**src/rtl/sbox_lut_loader_if.sv**
```systemverilog
// Register-bus types and the master/slave interface between the S-box loader and the LUT responder.
// Request is driven by the loader; response (ready/error/rdata) comes back from the substitution layer.
package sbox_lut_loader_pkg;
    localparam int ADDR_W = 32;

    typedef struct packed {
        logic [ADDR_W-1:0] addr;
        logic              write;
        logic [31:0]       wdata;
        logic [3:0]        wstrb;
        logic              valid;
    } reg_req_t;

    typedef struct packed {
        logic [31:0] rdata;
        logic        error;
        logic        ready;
    } reg_rsp_t;
endpackage

interface sbox_lut_loader_if;
    import sbox_lut_loader_pkg::*;

    reg_req_t req;
    reg_rsp_t rsp;

    modport master (output req, input rsp);
    modport slave  (input req, output rsp);
endinterface

```
**src/rtl/sbox_lut_loader.sv**
```systemverilog
// Programs the 32-entry 5-bit Ascon S-box LUT over the register bus; one beat per cycle when ready is high.
// Optional read-back check after the write pass is compiled in with SBOX_LUT_LOADER_VERIFY_EN.
module sbox_lut_loader
    import sbox_lut_loader_pkg::*;
#(
    parameter int              ADDR_W      = 32,
    parameter logic [ADDR_W-1:0] BASE_ADDR = '0,
    parameter int              NUM_ENTRIES = 32
) (
    input  logic                clk_i,
    input  logic                rst_n_i,
    input  logic                start_i,
    input  logic                use_custom_i,
    input  logic [159:0]        custom_table_i,
    sbox_lut_loader_if.master   sbox_reg,
    output logic                busy_o,
    output logic                done_o,
    output logic                error_o,
    output logic [4:0]          err_idx_o
);

    localparam logic [1:0] S_IDLE  = 2'd0;
    localparam logic [1:0] S_WRITE = 2'd1;
`ifdef SBOX_LUT_LOADER_VERIFY_EN
    localparam logic [1:0] S_READ  = 2'd2;
`endif
    localparam logic [1:0] S_DONE  = 2'd3;

    localparam logic [4:0] LAST_IDX = 5'(NUM_ENTRIES - 1);

    // Entry 31 in the top bits down to entry 0 in bits [4:0].
    localparam logic [159:0] ASCON_SBOX = {
        5'h17, 5'h0f, 5'h0a, 5'h16, 5'h19, 5'h01, 5'h0c, 5'h10,
        5'h18, 5'h11, 5'h0d, 5'h00, 5'h0e, 5'h07, 5'h13, 5'h1e,
        5'h1c, 5'h06, 5'h03, 5'h1d, 5'h12, 5'h08, 5'h05, 5'h1b,
        5'h02, 5'h09, 5'h15, 5'h1a, 5'h14, 5'h1f, 5'h0b, 5'h04
    };

    logic [1:0]   state_q, state_d;
    logic [4:0]   cnt_q, cnt_d;
    logic [159:0] shadow_q, shadow_d;
    logic         err_q, err_d;
    logic [4:0]   err_idx_q, err_idx_d;

    logic [4:0]        entry;
    logic              in_write;
    logic              in_read;
    logic              hs;
    logic [ADDR_W-1:0] addr;

    assign entry    = shadow_q[5*cnt_q +: 5];
    assign in_write = (state_q == S_WRITE);
`ifdef SBOX_LUT_LOADER_VERIFY_EN
    assign in_read  = (state_q == S_READ);
`else
    assign in_read  = 1'b0;
`endif
    assign hs       = (in_write || in_read) && sbox_reg.rsp.ready;
    assign addr     = BASE_ADDR + ADDR_W'({cnt_q, 2'b00});

    // Request is a pure decode of registered state, so it holds steady across wait states.
    always_comb begin
        sbox_reg.req = '0;
        if (in_write || in_read) begin
            sbox_reg.req.valid = 1'b1;
            sbox_reg.req.addr  = addr;
        end
        if (in_write) begin
            sbox_reg.req.write = 1'b1;
            sbox_reg.req.wdata = {27'b0, entry};
            sbox_reg.req.wstrb = 4'hF;
        end
    end

    always_comb begin
        state_d   = state_q;
        cnt_d     = cnt_q;
        shadow_d  = shadow_q;
        err_d     = err_q;
        err_idx_d = err_idx_q;
        case (state_q)
            S_IDLE: begin
                if (start_i) begin
                    shadow_d  = use_custom_i ? custom_table_i : ASCON_SBOX;
                    err_d     = 1'b0;
                    err_idx_d = '0;
                    cnt_d     = '0;
                    state_d   = S_WRITE;
                end
            end
            S_WRITE: begin
                if (hs) begin
                    if (sbox_reg.rsp.error) begin
                        err_d     = 1'b1;
                        err_idx_d = cnt_q;
                        cnt_d     = '0;
                        state_d   = S_IDLE;
                    end else if (cnt_q == LAST_IDX) begin
                        cnt_d   = '0;
`ifdef SBOX_LUT_LOADER_VERIFY_EN
                        state_d = S_READ;
`else
                        state_d = S_DONE;
`endif
                    end else begin
                        cnt_d = cnt_q + 5'd1;
                    end
                end
            end
`ifdef SBOX_LUT_LOADER_VERIFY_EN
            S_READ: begin
                if (hs) begin
                    if (sbox_reg.rsp.error || (sbox_reg.rsp.rdata[4:0] != entry)) begin
                        err_d     = 1'b1;
                        err_idx_d = cnt_q;
                        cnt_d     = '0;
                        state_d   = S_IDLE;
                    end else if (cnt_q == LAST_IDX) begin
                        cnt_d   = '0;
                        state_d = S_DONE;
                    end else begin
                        cnt_d = cnt_q + 5'd1;
                    end
                end
            end
`endif
            S_DONE:  state_d = S_IDLE;
            default: state_d = S_IDLE;
        endcase
    end

    always_ff @(posedge clk_i or negedge rst_n_i) begin
        if (!rst_n_i) begin
            state_q   <= S_IDLE;
            cnt_q     <= '0;
            shadow_q  <= '0;
            err_q     <= 1'b0;
            err_idx_q <= '0;
        end else begin
            state_q   <= state_d;
            cnt_q     <= cnt_d;
            shadow_q  <= shadow_d;
            err_q     <= err_d;
            err_idx_q <= err_idx_d;
        end
    end

    assign busy_o    = in_write || in_read;
    assign done_o    = (state_q == S_DONE);
    assign error_o   = err_q;
    assign err_idx_o = err_idx_q;

endmodule

```
**src/flat_wrapper.sv**
```systemverilog
// flat-port wrapper written by rule: the top's interface ports become plain ports
module sbox_lut_loader_flat import sbox_lut_loader_pkg::*;
#(
    parameter int              ADDR_W      = 32,
    parameter logic [ADDR_W-1:0] BASE_ADDR = '0,
    parameter int              NUM_ENTRIES = 32
)
  (clk_i, rst_n_i, start_i, use_custom_i, custom_table_i, busy_o, done_o, error_o, err_idx_o, sbox_reg_req, sbox_reg_rsp);
  sbox_lut_loader_if sbox_reg_i ();
  input  logic clk_i;
  input  logic rst_n_i;
  input  logic start_i;
  input  logic use_custom_i;
  input  logic [159:0] custom_table_i;
  output logic busy_o;
  output logic done_o;
  output logic error_o;
  output logic [4:0] err_idx_o;
  output wire logic [$bits(sbox_reg_i.req)-1:0] sbox_reg_req;
  input wire logic [$bits(sbox_reg_i.rsp)-1:0] sbox_reg_rsp;
  assign sbox_reg_req = sbox_reg_i.req;
  assign sbox_reg_i.rsp = sbox_reg_rsp;
  sbox_lut_loader #(.ADDR_W(ADDR_W), .BASE_ADDR(BASE_ADDR), .NUM_ENTRIES(NUM_ENTRIES)) u_core (.clk_i(clk_i), .rst_n_i(rst_n_i), .start_i(start_i), .use_custom_i(use_custom_i), .custom_table_i(custom_table_i), .sbox_reg(sbox_reg_i), .busy_o(busy_o), .done_o(done_o), .error_o(error_o), .err_idx_o(err_idx_o));
endmodule
```
**config.mk**
```make
export PLATFORM = sky130hd
export DESIGN_NAME = sbox_lut_loader_flat
export DESIGN_NICKNAME = d
export VERILOG_FILES = /design/src/rtl/sbox_lut_loader_if.sv /design/src/rtl/sbox_lut_loader.sv /design/src/flat_wrapper.sv
export SDC_FILE = /design/constraint.sdc
export NUM_CORES = 1
export LEC_CHECK = 0
export CORE_MARGIN = 2
export CORE_UTILIZATION = 43
export CTS_CLUSTER_DIAMETER = 60
export DETAILED_ROUTE_END_ITERATION = 6
export PLACE_DENSITY_LB_ADDON = 0.2
export SETUP_SLACK_MARGIN = 0.5
export SYNTH_ARGS = -nofsm -noshare
export SYNTH_HDL_FRONTEND = slang
export SYNTH_SLANG_ARGS = --single-unit
```
**constraint.sdc**
```tcl
create_clock -name clk_i -period 2 [get_ports clk_i]
set_input_delay 0.5 -clock clk_i [delete_from_list [all_inputs] [get_ports clk_i]]
set_output_delay 0.5 -clock clk_i [all_outputs]
set_load 0.02 [all_outputs]
```
==> impl_metrics.json, run 1 <==
{
  "status": "finished with violations",
  "violations": "negative hold slack, negative setup slack",
  "finalCritPeriodShare_pct": 147,
  "numClockSinks": 173,
  "synth-edff-count": 0,
  "routed_via_density": 5.71,
  "finalPower_uw": 13100,
  "max_freq_ghz": 0.340,
  "endpoint_kind": "output port",
  "slew_headroom_pct": 48.6,
  "ir_drop_mv": 0.523,
  "synth-simple-area-share_pct": 17.3,
  "remaining_drc_errors": 0,
  "drt_wl_total_um": 34500,
  "min_period_ns": 2.95,
  "finish.net_count": 1433,
  "switching_share_pct": 33.6,
  "p_leak_uw": 0.00678,
  "root_buffer": "clkbuf_16",
  "hold_slack_ns": -0.0122,
  "cp_max_fo": 21,
  "grt_pass1_wl_um": 47400,
  "clock_latency_ns": 0.44,
  "ys_types": 34,
  "r2r_cells": 16,
  "synthArstFlopShare_pct": 100,
  "synthMuxAreaShare_pct": 10.4,
  "syn_inst": 933,
  "io_pins": 276,
  "clockBufferDepth": 2,
  "p_int_uw": 8670,
  "required_ns": 1.50,
  "cp-start-kind": "flop",
  "hold_class": "in -> async",
  "fillCellCount": 1065,
  "rsz0062_at_grt": "yes",
  "io_buffer_count": 189,
  "hold_violations": 21,
  "synth_top_family_by_area": "simple AND/OR/NAND/NOR gates",
  "ys.flop_type": "dfrtp_1",
  "ys_warn_count": 0,
  "drive_above_1_share_pct": 43.8,
  "row_count": 52,
  "place_congestion": 0.864,
  "placed_cells": 1370,
  "synth_fa_ha_area_share_pct": 0.285,
  "grt-ovfl-total": 0,
  "fp.dieH_um": 147,
  "arrival_ns": 2.45,
  "finClkSkew_ns": 0.0137,
  "final_antenna_net_count": 0,
  "p_clk_share_pct": 26.2,
  "synth_compound_area_share_pct": 10.2,
  "initial_utilization_pct": 43.7,
  "grt_max_degree": 61,
  "drtIter0Drc": 817,
  "finalNonFillerCells": 1515,
  "antenna_cells": 0,
  "seq_power_share_pct": 37.9,
  "path_class": "reg -> out",
  "cts_buffers": 17,
  "die_w_um": 147,
  "synth.avg_cell_area_sq_um": 9.41,
  "synth-xor-area-share_pct": 0.200,
  "grt_pass1_vias": 8386,
  "cts_tree": "yes",
  "cellPowerDensity_nw_per_um2": 841,
  "ys_seq_area_share_pct": 49.3,
  "track_usage_pct": 28.9,
  "die_area_sq_um": 21600,
  "synthToLayoutAreaGrowth_pct": 76.9,
  "comb_power_share_pct": 35.9,
  "final_core_util_pct": 77.2,
  "htree_levels": 4,
  "core_area_sq_um": 20100,
  "post-dp-hpwl_um": 18300,
  "syn-cell-area_sq_um": 8780,
  "drtPass1Iterations": 6,
  "cap_violations": 0,
  "cts_hold_buf": 0,
  "grt_antenna_before_repair": 0,
  "worst_pin_slew_ns": 0.770,
  "vias": 8645,
  "wl_per_cell_um": 22.8,
  "clk_pin_slew_ns": 0.07,
  "synth_seq_cells": 173,
  "slew_viol_final": 0,
  "finalWorstSetupSlack_ns": -0.945,
  "setup_viol": 188,
  "p_sw_uw": 4390
}
[area by class of cell]
class | instances | area [sq um] | area share (%)
Clock buffer | 17 | 425 | 2.74
Clock inverter | 14 | 168 | 1.08
Inverter | 81 | 304 | 1.96
Multi-Input combinational cell | 602 | 5290 | 34.1
Sequential cell | 173 | 4330 | 27.9
Tap cell | 270 | 338 | 2.18
Timing Repair Buffer | 358 | 4670 | 30.1
[stage by stage]
stage	hold slack [ns]	setup WS (ns)	setup TNS, ns	cell area [sq um]
after global routing	0.0127	-1.01	-76.09	15500
after floorplan	0.204	-0.174	-0.803	9070
after detailed placement	0.452	-0.865	-4.48	11100
after CTS	0.00404	-0.909	-36.32	14100
after global placement	0.447	-0.820	-4.39	11100
final	-0.0122	-0.945	-68.53	15500
[cell usage in the layout (no fill, tap or decap), types with 43 or more instances in the layout]
cell type          n
nor2_4            43
a31oi_1           62
clkdlybuf4s50_1  164
nand2_1           44
nand2_4           46
dfrtp_1          171
nand2_2           73
buf_6             58
conb_1            54
inv_1             80
[Yosys cell counts, types with 10 or more instances]
library cell	number	share of area, %
dfrtp_1	173	49
a22o_1	20	2.0
mux4_2	24	6.2
mux2i_1	21	2.4
clkbuf_1	45	1.9
nor2_1	91	3.9
a31oi_1	85	6.1
nand2_1	164	7.0
buf_4	63	5.4
inv_1	81	3.5
nand3_1	85	4.8
buf_2	18	1.0
a22oi_1	10	0.86
[power groups by stage]
stage,clock [uW],combinational [uW],sequential (uW)
final,3420,4690,4940
after global routing,3570,4950,4960
after CTS,3400,3830,4690
after detailed placement,0,3030,4720
after global placement,0,2960,4730
after floorplan,0,1990,4500
[path summary, 6_finish.rpt]
check / start / to / slack [ns]
max in group asynchronous: rst_n_i / u_core.cnt_q[0] / 1.40
worst min register to register: u_core.shadow_q[34] / u_core.shadow_q[34] / 0.48
worst max register to register: u_core.state_q[1] / u_core.shadow_q[12] / -0.47
worst max-delay path: u_core.cnt_q[0] / sbox_reg_req[5] / -0.95
worst min-delay path: rst_n_i / u_core.err_idx_o[0] / -0.01
min in group clk_i: use_custom_i / u_core.shadow_q[74] / 0.45
[logic make-up after synthesis]
logic type,after synthesis
adder cells (fa/ha/maj),2
flip-flops,173
buffers and inverters,211
XOR/XNOR,2
other,1
AO/OA/AOI/OAI,131
AND/OR/NAND/NOR,362
multiplexers,51
[per-layer routing]
metal / routed length, um / GRT usage [%] / vias up
li1: - / - / 3690
met5: 0 / 0 / -
met4: 1670 / 12.3 / 0
met1: 13000 / 36.4 / 4322
met3: 2620 / 7.42 / 130
met2: 17200 / 47.4 / 503
[registers in the layout, indices dropped and copies added, names as in the netlist]
register	count
u_core.cnt_q	5
u_core.shadow_q	160
u_core.err_idx_o	5
u_core.error_o	1
u_core.state_q	2
[worst max-delay path, stage by stage (launching register included)]
cell and delay, ns:
dfrtp_4 0.50, buf_4 0.38, mux2i_1 0.38, a22oi_1 0.19, a31oi_1 0.25, o22ai_2 0.14, buf_6 0.16
[what timing repair did]
item / 4_1_cts / 5_1_grt
pin swaps: 91 / 134
cloned: 35 / 1
resized for setup: 347 / 318
hold endpoints to repair: 0 / 0
setup endpoints to repair: 187 / 194
setup buffers: 58 / 20
No activity file was read; power rests on OpenSTA's default activity.
==> run 2, diff against run 1 <==
- CELL_PAD_IN_SITES_DETAIL_PLACEMENT: default -> 0
- CELL_PAD_IN_SITES_GLOBAL_PLACEMENT: default -> 1
- CORE_UTILIZATION: 43 -> 32
- REMOVE_ABC_BUFFERS: default -> 1
==> run 2 against run 1 <==
The flow finishes with violations (negative setup slack). Via count is 6.4% lower. Clock skew fell by 0.0044 ns. Register-to-register slack better by 0.15 ns. Combinational power up 4.3%. Critical path type unchanged. Non-clock buffer count up 46. Routed wire length is 8.9% lower. Largest power group is now combinational logic. Final area is 3.4% higher.
==> impl_metrics.json, run 2 (synthesis gave the netlist of run 1 again) <==
{
  "drtIter0Drc": 553,
  "slew_viol_final": 0,
  "arrival_ns": 2.49,
  "drt_wl_total_um": 31400,
  "critical_path.cell_chain": "buf_12 > buf_8 > buf_6 > mux4_2 > a22o_1 > a221oi_2 > o22ai_1 > buf_4",
  "setup_viol": 172,
  "grt_pass1_wl_um": 46600,
  "htree_levels": 4,
  "largest-register": "u_core.shadow_q",
  "synthToLayoutAreaGrowth_pct": 83.0,
  "root_buffer": "clkbuf_16",
  "final_common_cell": "dfrtp_1",
  "finish.net_count": 1480,
  "critPathSlowestCell": "dfrtp_4",
  "switching_share_pct": 32.2,
  "ir_drop_mv": 0.610,
  "cts_tree": "yes",
  "p_int_uw": 8670,
  "placed_area_sq_um": 11500,
  "place_congestion": 0.762,
  "min_to": "u_core.shadow_q[132]",
  "fillCellCount": 2118,
  "finalPower_uw": 12800,
  "die_w_um": 170,
  "clk_pin_slew_ns": 0.07,
  "max_freq_ghz": 0.335,
  "cap_violations": 0,
  "initial_utilization_pct": 32.6,
  "finClkSkew_ns": 0.00930,
  "finalWorstSetupSlack_ns": -0.989,
  "status": "finished with violations",
  "violations": "negative setup slack",
  "clock_latency_ns": 0.44,
  "hold_slack_ns": 0.445,
  "cp_max_fo": 5,
  "critPathTopFamily": "buffers and inverters",
  "remaining_drc_errors": 0,
  "seq_power_share_pct": 36.8,
  "hold_violations": 0,
  "drive_above_1_share_pct": 43.1,
  "grt-ovfl-total": 0,
  "vias": 8088,
  "finalCritPeriodShare_pct": 149,
  "post-dp-hpwl_um": 18000,
  "final_antenna_net_count": 0,
  "hold_class": "in -> reg",
  "cts_buffers": 17,
  "path_class": "reg -> out",
  "grt_antenna_before_repair": 2,
  "min_from": "use_custom_i",
  "io_buffer_count": 189,
  "wl_per_cell_um": 19.2,
  "grt_max_degree": 53,
  "final_core_util_pct": 59.6,
  "comb_power_share_pct": 38.2,
  "drtPass1Iterations": 4,
  "slew_headroom_pct": 39.4,
  "crit_buf_inv": 4,
  "design_area_sq_um": 16100,
  "p_sw_uw": 4120,
  "endpoint_kind": "output port",
  "min_period_ns": 2.99,
  "fp.dieH_um": 170,
  "track_usage_pct": 21.2,
  "io_pins": 276,
  "min_path_cells": 3,
  "clockBufferDepth": 2,
  "cpPeakStageDelay_ns": 0.51,
  "routed_via_density": 4.95,
  "p_leak_uw": 0.00696,
  "cp-start-kind": "flop",
  "numClockSinks": 173,
  "required_ns": 1.50,
  "grt_pass1_vias": 8118,
  "largest_reg_flops": 160,
  "row_count": 60,
  "final_cell_mix": "dfrtp_1, clkdlybuf4s50_1, nand2_1, inv_1, a31oi_1",
  "rsz0062_at_grt": "yes",
  "die_area_sq_um": 28800,
  "cellPowerDensity_nw_per_um2": 796,
  "r2r_cells": 17,
  "worstReg2RegStart": "u_core.state_q[1]",
  "p_clk_share_pct": 25.0,
  "core_area_sq_um": 27000,
  "worst_pin_slew_ns": 0.907,
  "fin_tns_setup_ns": -40.43,
  "r2r_slack_ns": -0.32,
  "timing.rr.end": "u_core.shadow_q[32]"
}
==> run 2: how the worst max path moves through the flow <==
stage | slack (ns) | cells after the start | startpoint | endpoint
floorplan | -6.75 | 3 | u_core.state_q[0] | u_core.shadow_q[105]
global placement | -1.03 | 6 | u_core.cnt_q[0] | sbox_reg_req[9]
detailed placement | -1.05 | 6 | u_core.cnt_q[0] | sbox_reg_req[9]
CTS | -1.00 | 8 | u_core.cnt_q[0] | sbox_reg_req[7]
global route | -1.05 | 8 | u_core.cnt_q[0] | sbox_reg_req[7]
finish | -0.99 | 8 | u_core.cnt_q[0] | sbox_reg_req[7]
==> run 2: power by group through the flow <==
stage	clock [uW]	sequential [uW]	combinational, uW
after CTS	3240	4610	4260
final	3200	4700	4890
after global placement	0	4660	3070
after floorplan	0	4620	1630
after detailed placement	0	4650	3130
after global routing	3410	4770	5210
==> run 2: repair_timing <==
action                                 CTS  global route
pin swaps                              110           100
resized for setup                      388           225
hold buffers                             1             0
endpoints found under the hold margin   32             0
gates cloned                            38             5
setup endpoints to repair              186           195
buffers inserted                        70            19
==> run 2: cell type report <==
cell class	count	area (sq um)	area share, %
repair buffers	404	5330	33.2
multi-input cells	603	5120	31.9
flip-flops and latches	173	4340	27.0
clock buffers	22	454	2.83
well taps	341	427	2.66
inverters	81	307	1.91
clock inverters	9	90.1	0.561
diodes	1	2.50	0.0156
==> run 2: routing by layer <==
layer	vias up	global-route usage (%)	wire length, um
met4	2	5.87	638
met1	4025	29.1	13500
met3	36	4.34	1540
met2	252	34.2	15700
met5	-	0	11
li1	3773	-	-
==> run 2: stage by stage <==
stage / setup WS (ns) / std cells
2_1_floorplan: -6.75 / 856
3_3_place_gp: -1.03 / 1469
3_5_place_dp: -1.05 / 1469
4_1_cts: -1.00 / 1609
5_1_grt: -1.05 / 1634
6_report: -0.989 / 1634
==> run 2: worst min-delay path: stages <==
cell and delay (ns):
buf_6 0.20, nand3_2 0.09, nand2_1 0.04
